`src/rtl/hdc_unary_bundler.sv`:
```
// Unary HDC encoder and bundler: per-sample thermometer compare of each
// feature channel against a shared level value, per-dimension accumulation
// across a bundle, and strict-majority thresholding to the bundled HV.
module hdc_unary_bundler #(
  parameter int unsigned DIM   = 64,
  parameter int unsigned VAL_W = 4,
  parameter int unsigned CNT_W = 8
) (
  input  logic                 clk,
  input  logic                 rst,
  input  logic                 in_valid,
  output logic                 in_ready,
  input  logic                 in_last,
  input  logic [DIM*VAL_W-1:0] sob,
  input  logic [VAL_W-1:0]     hog,
  output logic                 out_valid,
  input  logic                 out_ready,
  output logic [DIM-1:0]       out_hv,
  output logic [CNT_W-1:0]     out_count,
  output logic                 out_sat
);

  localparam logic [CNT_W-1:0] N_MAX = {CNT_W{1'b1}};

  typedef enum logic [1:0] {
    S_ACC = 2'd0,
    S_FIN = 2'd1,
    S_OUT = 2'd2
  } state_t;

  state_t                      state;
  logic [DIM-1:0][CNT_W-1:0]   cnt;
  logic [CNT_W-1:0]            n;
  logic                        sat;

  logic                        accept_c;
  logic [DIM-1:0]              hv_c;
  logic [DIM-1:0]              maj_c;

  assign accept_c = in_valid & in_ready;

  // Per-sample HV bit: feature strictly above level (same as thermometer test)
  always_comb begin
    hv_c = '0;
    for (int unsigned j = 0; j < DIM; j++) begin
      hv_c[j] = (sob[j*VAL_W +: VAL_W] > hog);
    end
  end

  // Strict majority at CNT_W+1 bits: 2*cnt > n, ties resolve to 0
  always_comb begin
    maj_c = '0;
    for (int unsigned j = 0; j < DIM; j++) begin
      maj_c[j] = ({cnt[j], 1'b0} > {1'b0, n});
    end
  end

  // Bundle FSM: accumulate, finalise for one cycle, hold output until taken
  always_ff @(posedge clk or posedge rst) begin
    if (rst) begin
      state     <= S_ACC;
      cnt       <= '0;
      n         <= '0;
      sat       <= 1'b0;
      in_ready  <= 1'b0;
      out_valid <= 1'b0;
      out_hv    <= '0;
      out_count <= '0;
      out_sat   <= 1'b0;
    end else begin
      case (state)
        S_ACC: begin
          in_ready <= 1'b1;
          if (accept_c) begin
            // Once n is saturated, further samples are dropped but flagged
            if (n != N_MAX) begin
              for (int unsigned j = 0; j < DIM; j++) begin
                cnt[j] <= cnt[j] + CNT_W'(hv_c[j]);
              end
              n <= n + CNT_W'(1);
            end else begin
              sat <= 1'b1;
            end
            if (in_last) begin
              in_ready <= 1'b0;
              state    <= S_FIN;
            end
          end
        end
        S_FIN: begin
          out_hv    <= maj_c;
          out_count <= n;
          out_sat   <= sat;
          out_valid <= 1'b1;
          state     <= S_OUT;
        end
        S_OUT: begin
          if (out_ready) begin
            out_valid <= 1'b0;
            cnt       <= '0;
            n         <= '0;
            sat       <= 1'b0;
            in_ready  <= 1'b1;
            state     <= S_ACC;
          end
        end
        default: begin
          state <= S_ACC;
        end
      endcase
    end
  end

endmodule

```
`config.mk`:
```
export PLATFORM = sky130hd
export DESIGN_NAME = hdc_unary_bundler
export DESIGN_NICKNAME = d
export VERILOG_FILES = /design/src/rtl/hdc_unary_bundler.sv
export SDC_FILE = /design/constraint.sdc
export NUM_CORES = 2
export LEC_CHECK = 0
export CAP_MARGIN = 20
export CORE_UTILIZATION = 60
export CTS_CLUSTER_DIAMETER = 40
export DETAILED_ROUTE_END_ITERATION = 6
export GPL_TIMING_DRIVEN = 0
export HOLD_SLACK_MARGIN = 0.03
export PLACE_DENSITY = 0.89
export SYNTH_ARGS = -nofsm -noshare
export SYNTH_HDL_FRONTEND = slang
export SYNTH_SLANG_ARGS = --single-unit
```
`constraint.sdc`:
```
create_clock -name clk -period 28.9 [get_ports clk]
set_input_delay 5.78 -clock clk [delete_from_list [all_inputs] [get_ports clk]]
set_output_delay 5.78 -clock clk [all_outputs]
set_load 0.01 [all_outputs]
```
==> key figures <==
Power and ir drop
  • P per Cell Area: 77.70 nW/µm²
  • Sw Ratio: 0.4143
  • Maximum VDD drop: 0.06990 mV
  • Seq pwr share: 0.276
  • Clk pwr share: 0.288
  • Internal: 0.002401 W
  • Switch Pwr: 0.001699 W
  • Static Leakage: 25.64 nW
  • Combinational share of power: 0.436
  • Design Power: 0.004100 W

Worst hold path
  • WHS Endpoint: out_hv[46]
  • Hold Crit Start: out_hv[46]
  • HP Class: register to register
  • Hold Path Depth: 2

Placement
  • I/O Buffers: 339
  • Gpl congestion: 0.9178
  • Post-DP HPWL: 95380 µm

Floorplanning
  • Initial Util: 0.6079
  • Core area: 73080 µm²
  • I/O pin count: 340
  • Full die area: 75130 µm²
  • Die Height: 274.1 µm
  • Row cnt: 99
  • Die W: 274.1 µm

Setup path
  • Critical path, cell by cell: clkdlybuf4s50_1, inv_4, buf_16, ha_1, nor2b_1, o21a_1, o21a_1, o21a_1, ha_1, ha_1, and3_1, a31oi_1, o21ai_0, o21ai_0
  • CP Capture Type: register
  • Largest stage delay, worst path: 0.44 ns
  • CP required: 29.50 ns
  • CP Max Fanout: 45
  • Crit path max-delay cell type: clkdlybuf4s50_1
  • R2R depth: 9
  • Worst Path Buf+Inv: 3
  • CP top delay family: compound AO/OA/AOI/OAI gates
  • Worst r2r src: n[0]
  • WS Path Type: input pin to register
  • Startpoint Class: input pin
  • Crit Reg-Reg Endpoint: cnt[205]
  • Worst path arrival time: 9.18 ns
  • R2r setup slk: 25.33 ns

Status
  • Status: finished, violations left
  • Failing checks: DRC

Clock tree
  • Clk sinks: 598
  • Post-cts hold buffer count: 0
  • Clock Latency Late Sink: 0.69 ns
  • CTS buffer count: 94
  • CTS tree: yes
  • H-tree depth: 3
  • Clock tree buffer depth: 3
  • Clock transition at the registers of the reported paths: 0.06 ns
  • Root Driver: clkbuf_16
  • Postcts setup bufs: 0
  • Post-CTS Resized: 0

Timing
  • Slew margin rel.: 0.1737
  • Final setup fails: 0
  • Period utilization: 0.2968
  • Max-slew violation count: 0
  • Crit path time final: 8.579 ns
  • Worst-Margin Slew: 1.239 ns
  • Clock skew: 0.03797 ns
  • Fmax: 116.6 MHz
  • Final hold violation count: 0
  • Unrepaired setup endpoints after global routing: false

GRT
  • Number of global-route vias before repair: 42600
  • GRT Total Usage: 0.3870
  • Initial antenna violation count: 4
  • Largest net degree at the start of global routing: 131
  • GR Overflow Total: 0
  • First-pass GRT wire length: 228600 µm

Yosys
  • Syn_area_per_cell: 9.597 µm²
  • Yosys top cell by area: dfrtp_1
  • Synthesis Warnings: 0
  • Post-synth top cells: ha_1, dfrtp_1, o21ai_0, nand2_1, o21a_1
  • Post-Syn Nets: 5727
  • Cell area after synthesis: 44420 µm²
  • Synth Register Bits: 598
  • Synth area leaders: dfrtp_1, ha_1, o21ai_0
  • Number of flops mapped to enable cells by yosys: 0
  • Synth cell types: 50
  • Share of the synthesized area in the top cell type: 0.3369
  • Most common cell in the netlist: ha_1
  • Gate Count Post-Synth: 4629
  • Primary FF master, synth: dfrtp_1
  • Sequential-to-total area share from yosys stat: 0.3369
  • Async set-reset flop share out of synthesis: 1.000

Route
  • Wirelength, routed: 147500 µm
  • Detailed Routing Iterations Pass 1: 7
  • DR vias/cell: 6.997
  • ANT nets after route: 0
  • DR WL/cell: 24.08 µm
  • First DRT Iteration DRCs: 4998
  • Residual DRC: 115
  • Vias: 42860

Finish
  • Synthesis-to-layout area growth: 18.78%
  • Fin util: 0.7220
  • Fill cell count: 4945
  • Nets: 6179
  • Share of layout cells above drive strength 1: 0.05619

Job
  • Max-Cap Viols: 0
## how the worst max path moves through the flow
stage | start | end | slack [ns] | cells after the start
after CTS | hog[1] | cnt[70] | 20.40 | 14
after detailed placement | hog[1] | cnt[86] | 19.83 | 14
after global routing | hog[1] | cnt[422] | 20.20 | 14
final | hog[1] | cnt[422] | 20.32 | 14
after global placement | rst | cnt[184] | -0.93 | 2
after floorplan | rst | cnt[0] | 6.38 | 1
## cell usage in the layout, fill, tap and decap left out, types with 56 or more instances in the layout
master           count
o31ai_1             63
a31oi_1            116
nand3_1            141
a22o_1             147
nand4_1            188
clkbuf_1           113
ha_1               833
dfrtp_1            598
a211oi_1            64
o21a_1             195
nor2_1             105
nor3_1             105
or3_1               56
o21ai_0            493
a21o_1             175
a21oi_1            174
inv_1              142
and3_1             123
nand2_1            271
nor2b_1             81
nor3b_1            107
clkdlybuf4s50_1    338
clkbuf_16           95
## cell type report
cell class                      count  area (µm²)  share of cell area
Multi-Input combinational cell   3701       28130              0.5331
Sequential cell                   598       14960              0.2836
Timing Repair Buffer              356        3835             0.07268
Clock buffer                      115        2572             0.04875
Tap cell                          959        1200             0.02274
Buffer                            177       758.2             0.01437
Clock inverter                     61       686.9             0.01302
Inverter                          153       606.8             0.01150
Antenna cell                        6       15.01           0.0002845
## flip-flops by register name (all words and copies together) (netlist names)
| name | count |
|---|---|
| cnt | 512 |
| in_ready | 1 |
| n | 8 |
| out_count | 8 |
| out_hv | 64 |
| out_sat | 1 |
| out_valid | 1 |
| sat | 1 |
| state | 2 |
## metrics by stage
step / setup WS (ns) / hold slack, ns / TNS (ns) / cells / area, µm²
2_1_floorplan: 6.382 / 0.4670 / 0 / 4629 / 44420
3_3_place_gp: -0.9290 / 0.4612 / -481.08 / 5927 / 49020
3_5_place_dp: 19.83 / 0.4650 / 0 / 5943 / 49480
4_1_cts: 20.40 / 0.4761 / 0 / 6119 / 52740
5_1_grt: 20.20 / 0.4933 / 0 / 6121 / 52750
6_report: 20.32 / 0.4709 / 0 / 6126 / 52770
## power by group through the flow
stage | clock network (W) | registers (W) | logic [W]
floorplan | 0 | 0.00110 | 0.00105
detailed placement | 0 | 0.00113 | 0.00169
finish | 0.00118 | 0.00113 | 0.00179
CTS | 0.00117 | 0.00112 | 0.00173
global route | 0.00121 | 0.00115 | 0.00193
global placement | 0 | 0.00112 | 0.00157
## worst register-to-register path: stages, from the launching register on
cell	delay, ns
dfrtp_1	0.75
ha_1	0.32
and3_1	0.16
buf_2	0.20
a21o_4	0.28
buf_6	0.19
clkbuf_1	0.76
buf_2	0.53
a21oi_1	0.09
a21o_1	0.18
## cells by family (layout without fill, tap and decap cells)
group / Yosys count / after routing / synth area share
xor+xnor: 53 / 53 / 0.01045
mux: 3 / 3 / 0.0007604
compound gates: 1535 / 1535 / 0.2268
buf+inv: 330 / 862 / 0.03000
simple gates: 1277 / 1277 / 0.1605
fa+ha+maj: 833 / 833 / 0.2346
other cells: 0 / 6 / 0
flops: 598 / 598 / 0.3369
## per-layer routing
| metal | global-route usage | routed length [µm] | vias up |
|---|---|---|---|
| li1 | - | - | 18830 |
| met1 | 0.4676 | 53720 | 20470 |
| met4 | 0.2575 | 9858 | 2 |
| met2 | 0.5929 | 65120 | 2790 |
| met5 | 0.001284 | 13 | - |
| met3 | 0.1215 | 18820 | 773 |
(Power assumes the default switching activity.)
